File: src/rtl/step_pkg.sv
// step_pkg: shared lane enum, event payload and default scan codes for step_input
package step_pkg;
  typedef enum logic [1:0] {LEFT = 2'd0, DOWN = 2'd1, UP = 2'd2, RIGHT = 2'd3} lane_t;
  localparam int TS_W_DEF = 16;
  localparam logic [7:0] CODE_LEFT_DEF = 8'h6B;
  localparam logic [7:0] CODE_DOWN_DEF = 8'h72;
  localparam logic [7:0] CODE_UP_DEF = 8'h75;
  localparam logic [7:0] CODE_RIGHT_DEF = 8'h74;
  typedef struct packed {
    lane_t lane;
    logic press;
    logic [TS_W_DEF-1:0] ts;
  } step_event_t;
endpackage

File: src/rtl/step_event_fifo.sv
// step_event_fifo: first-word-fall-through event queue with wrap-bit pointers
module step_event_fifo
  import step_pkg::*;
#(
  parameter int DEPTH = 8,
  parameter type T = step_event_t
) (
  input  logic clk,
  input  logic rst_n,
  input  logic push,
  input  logic pop,
  input  T     din,
  output T     dout,
  output logic full,
  output logic empty
);
  localparam int AW = $clog2(DEPTH);
  T mem_q [DEPTH];
  logic [AW:0] wr_q, wr_d, rd_q, rd_d;
  logic wr_en, rd_en;
  always_comb begin
    empty = wr_q == rd_q;
    full = (wr_q[AW] != rd_q[AW]) && (wr_q[AW-1:0] == rd_q[AW-1:0]);
    rd_en = pop && !empty;
    // a pop frees the slot, so a push into a full queue is still taken
    wr_en = push && (!full || rd_en);
    wr_d = wr_q + (AW+1)'(wr_en);
    rd_d = rd_q + (AW+1)'(rd_en);
    dout = mem_q[rd_q[AW-1:0]];
  end
  always_ff @(posedge clk or negedge rst_n)
    if (!rst_n) begin
      wr_q <= '0;
      rd_q <= '0;
    end else begin
      wr_q <= wr_d;
      rd_q <= rd_d;
    end
  always_ff @(posedge clk)
    if (wr_en) mem_q[wr_q[AW-1:0]] <= din;
endmodule

File: src/rtl/step_input.sv
// step_input: arrow-key lane tracker with repeat suppression and timestamped event queue
module step_input
  import step_pkg::*;
#(
  parameter int TICK_DIV = 50000,
  parameter int TS_W = TS_W_DEF,
  parameter int DEPTH = 8,
  parameter logic [7:0] CODE_LEFT = CODE_LEFT_DEF,
  parameter logic [7:0] CODE_DOWN = CODE_DOWN_DEF,
  parameter logic [7:0] CODE_UP = CODE_UP_DEF,
  parameter logic [7:0] CODE_RIGHT = CODE_RIGHT_DEF
) (
  input  logic            Clk,
  input  logic            reset_n,
  input  logic [7:0]      key_code,
  input  logic            key_press,
  input  logic            key_valid,
  output logic [3:0]      lane_held,
  output logic            ev_valid,
  input  logic            ev_ready,
  output logic [1:0]      ev_lane,
  output logic            ev_press,
  output logic [TS_W-1:0] ev_time,
  output logic [TS_W-1:0] time_now,
  output logic            overflow,
  input  logic            clear_ovf
);
  localparam int PW = $clog2(TICK_DIV);
  typedef struct packed {
    lane_t lane;
    logic press;
    logic [TS_W-1:0] ts;
  } ev_t;
  logic [PW-1:0] pre_q, pre_d;
  logic [TS_W-1:0] time_q, time_d;
  logic [3:0] held_q, held_d;
  logic ovf_q, ovf_d;
  logic hit, push, pop, full, empty;
  lane_t lane;
  ev_t din, dout;
  always_comb begin
    pre_d = (pre_q == PW'(TICK_DIV - 1)) ? '0 : pre_q + 1'b1;
    time_d = time_q + TS_W'(pre_q == PW'(TICK_DIV - 1));
    lane = (key_code == CODE_LEFT) ? LEFT : (key_code == CODE_DOWN) ? DOWN :
           (key_code == CODE_UP) ? UP : RIGHT;
    hit = key_code inside {CODE_LEFT, CODE_DOWN, CODE_UP, CODE_RIGHT};
    // only a change of held state is an edge; repeats and stray breaks fall out here
    push = key_valid && hit && (key_press != held_q[lane]);
    held_d = held_q;
    if (push) held_d[lane] = key_press;
    din = '{lane: lane, press: key_press, ts: time_q};
    pop = !empty && ev_ready;
    ovf_d = (push && full && !pop) || (ovf_q && !clear_ovf);
  end
  always_ff @(posedge Clk or negedge reset_n)
    if (!reset_n) begin
      pre_q <= '0;
      time_q <= '0;
      held_q <= '0;
      ovf_q <= 1'b0;
    end else begin
      pre_q <= pre_d;
      time_q <= time_d;
      held_q <= held_d;
      ovf_q <= ovf_d;
    end
  step_event_fifo #(.DEPTH(DEPTH), .T(ev_t)) u_fifo (
    .clk(Clk),
    .rst_n(reset_n),
    .push(push),
    .pop(pop),
    .din(din),
    .dout(dout),
    .full(full),
    .empty(empty)
  );
  always_comb begin
    lane_held = held_q;
    ev_valid = !empty;
    ev_lane = empty ? 2'd0 : dout.lane;
    ev_press = !empty && dout.press;
    ev_time = empty ? '0 : dout.ts;
    time_now = time_q;
    overflow = ovf_q;
  end
endmodule

File: config.mk
export PLATFORM = sky130hd
export DESIGN_NAME = step_input
export DESIGN_NICKNAME = d
export VERILOG_FILES = /design/src/rtl/step_pkg.sv /design/src/rtl/step_event_fifo.sv /design/src/rtl/step_input.sv
export SDC_FILE = /design/constraint.sdc
export NUM_CORES = 1
export LEC_CHECK = 0
export CORE_MARGIN = 5
export CORE_UTILIZATION = 50
export CTS_BUF_LIST = sky130_fd_sc_hd__clkbuf_8
export DETAILED_ROUTE_END_ITERATION = 10
export PLACE_DENSITY = 0.69
export SLEW_MARGIN = 0
export SYNTH_ARGS = -nofsm -noshare
export SYNTH_HDL_FRONTEND = slang
export SYNTH_SLANG_ARGS = --single-unit
File: constraint.sdc
create_clock -name Clk -period 4.2 [get_ports Clk]
set_input_delay 0.42 -clock Clk [delete_from_list [all_inputs] [get_ports Clk]]
set_output_delay 0.42 -clock Clk [all_outputs]
set_load 0.05 [all_outputs]
==> results.ini, run 1 <==
[place]
dp_hpwl_um = 8675
port_buffers = 54
gp_congestion = 0.7542
place_area_sq_mm = 0.008862
dp_cells = 716

[global_routing]
antenna_found_initial = 0
grt_pass1_wl_um = 23490
grt_use_total_pct = 16.92
grt_pass1_vias = 4216
gr-total-overflow = 0
grt_max_degree = 46

[layout]
layout_commonest_cell = edfxtp_1
final_area_sq_mm = 0.009226
drive_gt1_share_pct = 19.17
antennaDiodeCount = 0
finalNetCount = 540
area_delta_synth_final_pct = 15.27
layout_common_cells = edfxtp_1, clkdlybuf4s50_1, dfrtp_1
fin_cells = 748

[yosys]
ys_seq_elements = 197
seq_area_frac_synth_pct = 71.10
synthCells = 453
yosys.area.top_type = edfxtp_1
synthTopCellsByArea = edfxtp_1, dfrtp_1, mux4_2
yosys_warnings = 0
synth_nets = 474
synth_area_sq_mm = 0.008004
synth_top_area_share_pct = 57.03
synth_ff_type = edfxtp_1
syn-mean-instance-area_sq_um = 17.67
synth_edf_count = 152
async_reset_ff_share_pct = 22.84
ys_types = 46

[setup_path]
cp-end-kind = output port
critPathArrivalTime_ns = 3.05
cp_data_required_time_ns = 3.78
critical_path_class = flip-flop to output port
timing.rr.end = time_now[15]
crit_path_start_kind = flip-flop
critPathSlowestCell = clkdlybuf4s50_1
rr_worst_depth = 8
path_cells = buf_4 > mux4_2 > mux2i_1 > nor2_1 > clkdlybuf4s50_1
slowest_delay_ns = 0.73
crit_path_start = u_fifo.rd_q[0]
crit_fanout = 39
regToRegSetupSlack_ns = 1.31
r2r_start = pre_q[0]

[sta]
slew_violations = 0
fmaxAchievable_mhz = 288.0
setup_tns_ns = 0
finalSetupViolCount = 0
rsz0062_at_grt = no
fin_crit_sh_pct = 82.67
slew_headroom_pct = 32.13
period_needed_ns = 3.472
clock_skew_ns = 0.008444
hold_violations = 0
max_slew.worst_pin.slew_ns = 1.018

[die]
core_area_sq_mm = 0.01577
die_x_um = 136.5
std_cell_rows = 46
dieArea_sq_mm = 0.01864
start_util_pct = 50.75
ioPinCount = 55
die_h_um = 136.5

[clock_tree]
cts-buffers-inserted = 17
clk_pin_slew_ns = 0.09
hold_buffers = 0
cts_root_buf = clkbuf_8
h-tree-depth = 4
post_cts_resized = 0
clockBufferDepth = 2
clk_latency_ns = 0.45
post_cts.repair.setup_buffers = 0
cts.sinks = 197
cts_tree = yes

[min_path]
hold_class = input port to async pin

[routing]
first_iter_violations = 355
antenna_left = 0
drc = 0
drtPass1Iterations = 5
vias = 4104
routed_via_density = 5.487
totalWireLength_um = 14520
wire_per_inst_um = 19.41

[status]
outcome = complete, no violations

[power_and_ir_drop]
power.density_mw_per_mm2 = 504.2
vdd_ir_drop_max_v = 0.0003264
finalPower_uw = 4652
power_leakage_uw = 0.003286

[run]
timing.max_cap.violations = 0

## sequential cells by signal, summed over array words and instances (netlist names)
register and count:
pre_q 16, u_fifo.mem_q 152, time_now 16, lane_held 4
u_fifo.rd_q 4, u_fifo.wr_q 4, overflow 1
## cell usage after synthesis, types with 2 or more instances
cell type  number
nand2_1        15
nor4_1          8
nor2b_1         3
nand4_1         3
or3b_2          2
and3_1          6
dfrtp_1        45
mux2i_1        19
nor3_1          7
clkbuf_1        8
xor2_1         12
edfxtp_1      152
ha_1            7
xnor2_1        23
o21a_1          2
nand3b_1        3
buf_2           7
and3b_1         2
buf_1           2
mux4_2         38
nor2_1         37
inv_1           4
mux2_2          3
nand3_1        23
## area by class of cell
type	instances	area [sq um]
Tap cell	216	270.3
Clock inverter	12	88.84
Multi-Input combinational cell	233	2260
Timing Repair Buffer	66	625.6
Inverter	4	15.01
Sequential cell	197	5692
Clock buffer	20	275.3
Fill cell	1207	6544
## through the flow
| step | hold slack [ns] | util, % | setup slack (ns) |
|---|---|---|---|
| 6_report | 0.1265 | 58.51 | 0.7280 |
| 5_1_grt | 0.1786 | 58.51 | 0.4932 |
| 4_1_cts | 0.1382 | 58.51 | 0.6359 |
| 3_5_place_dp | 0.4838 | 56.20 | 1.069 |
| 3_3_place_gp | 0.4652 | 56.20 | 1.142 |
| 2_1_floorplan | 0.1244 | - | 0.4443 |
## critical path: cells and delay by family (launching register included)
| kind | cells | cell delay [ns] |
|---|---|---|
| buffers and inverters | 2 | 1.36 |
| DFF | 1 | 0.38 |
| muxes | 2 | 0.77 |
| and+or+nand+nor | 1 | 0.06 |
## kinds of logic after synthesis
logic type      Yosys count  share of synthesized area (%)
fa+ha+maj                 7                          1.094
simple gates            120                          8.035
compound gates           11                          1.125
flops                   197                          71.10
xor+xnor                 35                          3.830
buf+inv                  23                          1.329
mux                      60                          13.49
## worst max path at each step
stage	end	slack (ns)
2_1_floorplan	u_fifo.mem_q[0][0]	0.44
3_3_place_gp	ev_time[11]	1.14
3_5_place_dp	u_fifo.wr_q[2]	1.07
4_1_cts	ev_time[11]	0.64
5_1_grt	ev_lane[0]	0.49
6_report	ev_time[11]	0.73
## where the power goes
part,switching (uW),internal [uW]
registers,24.9,2100
clock network,605,506
logic,896,518
## metal layers
layer,wire length [um],GRT usage (%),vias up
li1,-,-,1880
met1,6404,22.97,2130
met2,7444,27.68,81
met3,510,3.787,13
met4,157,5.039,0
met5,0,0,-
Note: power is estimated with default switching activity, not from simulation.
==> run 2, diff against run 1 <==
==> constraint.sdc (replaced) <==
create_clock -name Clk -period 3.26 [get_ports Clk]
set_input_delay 0.326 -clock Clk [delete_from_list [all_inputs] [get_ports Clk]]
set_output_delay 0.326 -clock Clk [all_outputs]
set_load 0.05 [all_outputs]
==> run 2 against run 1 <==
Net effect: worst hold slack lost 0.092 ns; cell count rose by 0.27%; setup slack lost 0.22 ns; register-to-register slack lost 0.70 ns; sequential power increased by 29%; critical path depth increased by 1; cell area up 0.45%; total power is 31% higher; sequential share of layout area down 0.27 points; critical endpoint is now ev_time[15].
==> results.ini, run 2 (synthesis gave the netlist of run 1 again) <==
[routing]
totalWireLength_um = 14500
first_iter_violations = 244
routed_via_density = 5.425
antenna_left = 0
drtPass1Iterations = 4
drc = 0
vias = 4069
wire_per_inst_um = 19.33

[place]
dp_cells = 718
dp_hpwl_um = 8929
port_buffers = 54
gp_congestion = 0.7535

[die]
die_h_um = 136.5
die_x_um = 136.5
core_area_sq_mm = 0.01577
dieArea_sq_mm = 0.01864
ioPinCount = 55
std_cell_rows = 46
start_util_pct = 50.75

[layout]
finalNetCount = 542
layout_commonest_cell = edfxtp_1
layout_common_cells = edfxtp_1, dfrtp_1, mux4_2
largest_reg_flops = 152
fin_cells = 750
drive_gt1_share_pct = 23.97
antennaDiodeCount = 0
post-route-util_pct = 58.77
area_delta_synth_final_pct = 15.79

[setup_path]
r2r_start = pre_q[0]
slowest_delay_ns = 0.56
critPathArrivalTime_ns = 2.42
crit_fanout = 13
critical_path_class = flip-flop to output port
regToRegSetupSlack_ns = 0.61
cp-end-kind = output port
critPathMostFrequentCell = buf_4
timing.rr.end = time_now[13]
path_cells = xnor2_1 > nand3_1 > nor2b_2 > buf_4 > nor2_1 > buf_4
cp_data_required_time_ns = 2.93
crit_path_start = u_fifo.wr_q[2]
critPathSlowestCell = dfrtp_1
crit_path_start_kind = flip-flop
rr_worst_depth = 8

[clock_tree]
cts.sinks = 197
h-tree-depth = 4
post_cts_resized = 0
clk_pin_slew_ns = 0.09
cts_tree = yes
cts-buffers-inserted = 17
post_cts.repair.setup_buffers = 0
clockBufferDepth = 2
hold_buffers = 0
clk_latency_ns = 0.46
cts_root_buf = clkbuf_8

[power_and_ir_drop]
internal-power_uw = 4086
power.density_mw_per_mm2 = 658.8
clock_power_share_pct = 26.1
seq_power_share_pct = 44.9
p_switching_uw = 2020
combPwrFrac_pct = 29.0
swShare_pct = 33.08
vdd_ir_drop_max_v = 0.0005026
power_leakage_uw = 0.003312

[global_routing]
gr-total-overflow = 0
grt_max_degree = 46
grt_pass1_vias = 4274
grt_pass1_wl_um = 23240
grt_use_total_pct = 16.86
antenna_found_initial = 0

[sta]
max_slew.worst_pin.slew_ns = 1.010
slew_violations = 0
clock_skew_ns = 0.009680
fmaxAchievable_mhz = 363.7
rsz0062_at_grt = no
setup_tns_ns = 0
period_needed_ns = 2.750
finalSetupViolCount = 0
fin_crit_sh_pct = 84.34
hold_violations = 0
slew_headroom_pct = 32.65
fin_hold_ws_ns = 0.03435

[status]
outcome = complete, no violations

[min_path]
hold_class = input port to async pin

[run]
timing.max_cap.violations = 0

==> run 2: worst max-delay path by stage <==
stage / slack [ns] / cells after the start / endpoint
after global placement: 0.35 / 9 / u_fifo.wr_q[2]
after global routing: 0.33 / 6 / ev_time[2]
after detailed placement: 0.23 / 9 / u_fifo.wr_q[2]
final: 0.51 / 6 / ev_time[15]
after CTS: 0.47 / 6 / ev_time[15]
after floorplan: -0.40 / 6 / u_fifo.mem_q[0][0]
==> run 2: power by group through the flow <==
stage               Sequential [uW]  Clock, uW  Combinational (uW)
global route                   2750       1760                1890
global placement               2800          0                1800
finish                         2740       1590                1770
floorplan                      2790          0                1330
detailed placement             2800          0                1810
CTS                            2740       1640                1810
==> run 2: layout make-up <==
cell class              instances  area (sq um)
inverters                       4         15.01
multi-input cells             233          2260
repair buffers                 68         615.6
flip-flops and latches        197          5692
fillers                      1189          6502
well taps                     216         270.3
clock inverters                15         181.4
clock buffers                  17         234.0
==> run 2: through the flow <==
stage / cell area (sq um) / power (uW) / setup slack (ns)
floorplan: 8004 / 4120 / -0.4017
global placement: 8852 / 4597 / 0.3534
detailed placement: 8852 / 4608 / 0.2348
CTS: 9268 / 6193 / 0.4721
global route: 9268 / 6399 / 0.3252
finish: 9268 / 6106 / 0.5104
==> run 2: layer usage <==
metal,track usage (%),wire (um)
met5,0,0
met4,5.431,195
met3,3.493,410
met1,21.23,6161
met2,29.38,7727
==> run 2: worst max-delay path: cells and delay by family, from the launching register on <==
family	cells	cell delay, ns
xor+xnor	1	0.16
buf+inv	2	0.52
flops	1	0.56
simple gates	3	0.72
==> run 3, diff against run 2 <==
--- a/config.mk
+++ b/config.mk
@@ -9,7 +9,7 @@
 export CORE_UTILIZATION = 50
 export CTS_BUF_LIST = sky130_fd_sc_hd__clkbuf_8
 export DETAILED_ROUTE_END_ITERATION = 10
-export PLACE_DENSITY = 0.69
+export PLACE_DENSITY = 0.72
 export SLEW_MARGIN = 0
 export SYNTH_ARGS = -nofsm -noshare
 export SYNTH_HDL_FRONTEND = slang
==> constraint.sdc (replaced) <==
create_clock -name Clk -period 2.4 [get_ports Clk]
set_input_delay 0.24 -clock Clk [delete_from_list [all_inputs] [get_ports Clk]]
set_output_delay 0.24 -clock Clk [all_outputs]
set_load 0.05 [all_outputs]
==> run 3 against run 2 <==
Net effect: setup slack got worse by 0.49 ns; via count increased by 6.9%; worst hold slack improved by 0.19 ns; die area unchanged; global-route usage increased by 1.5 points; routed wire length increased by 11%; cell area increased by 7.4%; total power increased by 45%; critical path type unchanged; first-iteration DRC count increased by 27%; combinational power increased by 74%.
==> results.ini, run 3 (synthesis gave the netlist of run 1 again) <==
[status]
outcome = complete, no violations

[die]
core_area_sq_mm = 0.01577
start_util_pct = 50.75
die_h_um = 136.5
die_x_um = 136.5
dieArea_sq_mm = 0.01864
ioPinCount = 55
std_cell_rows = 46

[routing]
wire_per_inst_um = 20.47
vias = 4351
routed_via_density = 5.522
wl_met2_um = 8048
drc = 0
antenna_left = 0
dr_wl_met3_um = 820
totalWireLength_um = 16130
drt-met1-wl_um = 7141
drtPass1Iterations = 5
highest_layer = met4
first_iter_violations = 311

[layout]
antennaDiodeCount = 0
area_delta_synth_final_pct = 24.39
layout_commonest_cell = edfxtp_1
fin_cells = 788
finalNetCount = 580
largest_reg_flops = 152
drive_gt1_share_pct = 30.94
layout_common_cells = edfxtp_1, dfrtp_1, mux4_2

[min_path]
hold_class = input port to async pin

[power_and_ir_drop]
clock_power_share_pct = 22.9
vdd_ir_drop_max_v = 0.0004624
swShare_pct = 34.40
seq_power_share_pct = 42.3
p_switching_uw = 3040
combPwrFrac_pct = 34.8
power_leakage_uw = 0.003597
internal-power_uw = 5797
power.density_mw_per_mm2 = 887.6

[place]
port_buffers = 54
dp_cells = 745
pre_cts_slack_ns = -0.2659
dp_hpwl_um = 10830
gp_congestion = 0.7856

[global_routing]
grt_pass1_wl_um = 25050
antenna_found_initial = 0
grt_pass1_vias = 4455
gr-total-overflow = 0
grt_use_total_pct = 18.35
grt_max_degree = 41

[setup_path]
cp.depth = 6
crit_path_start_kind = flip-flop
cp_data_required_time_ns = 2.16
crit_family = multiplexers
cp-end-kind = output port
slowest_delay_ns = 0.53
critPathMostFrequentCell = buf_12
critPathSlowestCell = mux4_2
rr_worst_depth = 9
critical_path_class = flip-flop to output port
critPathArrivalTime_ns = 2.14
path_cells = buf_12 > buf_12 > mux4_2 > mux2i_1 > nor2_1 > buf_6
crit_fanout = 6
cp.buffers_inverters = 3

[clock_tree]
cts_root_buf = clkbuf_8
clockBufferDepth = 2
clk_pin_slew_ns = 0.10
cts-buffers-inserted = 17
h-tree-depth = 4
clk_latency_ns = 0.46
cts.sinks = 197
cts_tree = yes

[sta]
rsz0062_at_grt = yes
max_slew.worst_pin.slew_ns = 0.5300
setup_ws_ns = 0.01587
slew_headroom_pct = 64.55
period_needed_ns = 2.384
slew_violations = 0
fmaxAchievable_mhz = 419.4
hold_violations = 0
finalSetupViolCount = 0
fin_crit_sh_pct = 99.34
clock_skew_ns = 0.01343

[run]
timing.max_cap.violations = 0

## run 3: cell types whose count changed in the layout (fill, tap and decap cells not counted), moves of 4 or more
cell        delta
buf_12        +13
buf_6         +18
clkinvlp_4     -4
inv_6          +5
inv_8          +4
nor4_2         -8
nor4_4         +8
## run 3: what timing repair did
| action | in CTS | in global routing |
|---|---|---|
| gates resized for setup | 17 | 13 |
| gates cloned | 3 | 1 |
| endpoints found under the hold margin | 16 | 0 |
| hold buffers | 1 | 0 |
| endpoints found under the setup margin | 16 | 23 |
| buffers inserted | 5 | 1 |
## run 3: power groups by stage
| stage | clock network (uW) | logic [uW] | registers, uW |
|---|---|---|---|
| after floorplan | 0 | 1840 | 3800 |
| after global placement | 0 | 2580 | 3800 |
| after detailed placement | 0 | 2590 | 3810 |
| after CTS | 2060 | 3000 | 3730 |
| after global routing | 2240 | 3250 | 3740 |
| final | 2030 | 3080 | 3740 |
## run 3: final cells by class
class / count / area [sq um]
Fill cell: 1125 / 5814
Sequential cell: 197 / 5695
Multi-Input combinational cell: 233 / 2375
Timing Repair Buffer: 106 / 1211
Tap cell: 216 / 270.3
Clock buffer: 17 / 234.0
Clock inverter: 15 / 155.1
Inverter: 4 / 15.01
## run 3: path summary, 6_finish.rpt
path | slack (ns) | end | startpoint
max in group asynchronous | 1.58 | lane_held[2] | reset_n
worst max register to register | 0.15 | time_now[12] | pre_q[12]
min in group Clk | 0.41 | overflow | clear_ovf
worst max-delay path | 0.02 | ev_time[14] | u_fifo.rd_q[0]
worst min register to register | 0.49 | pre_q[0] | pre_q[0]
worst min-delay path | 0.23 | pre_q[12] | reset_n
## run 3: metal layers
metal,up-vias,GRT usage (%)
met1,2227,26.80
met4,0,4.535
li1,1980,-
met2,129,29.08
met5,-,0
met3,15,3.309
## run 3: per-stage QoR
step / setup TNS, ns / power, uW / util, % / cell area [sq um] / hold slack (ns)
3_5_place_dp: -36.45 / 6399 / 58.99 / 9303 / 0.1825
3_3_place_gp: -21.94 / 6379 / 58.99 / 9303 / 0.1776
6_report: 0 / 8837 / 63.13 / 9956 / 0.2250
2_1_floorplan: -0.002077 / 5634 / - / 8157 / -0.05559
5_1_grt: -1.220 / 9234 / 63.13 / 9956 / 0.2363
4_1_cts: -0.1255 / 8798 / 62.67 / 9883 / 0.2045
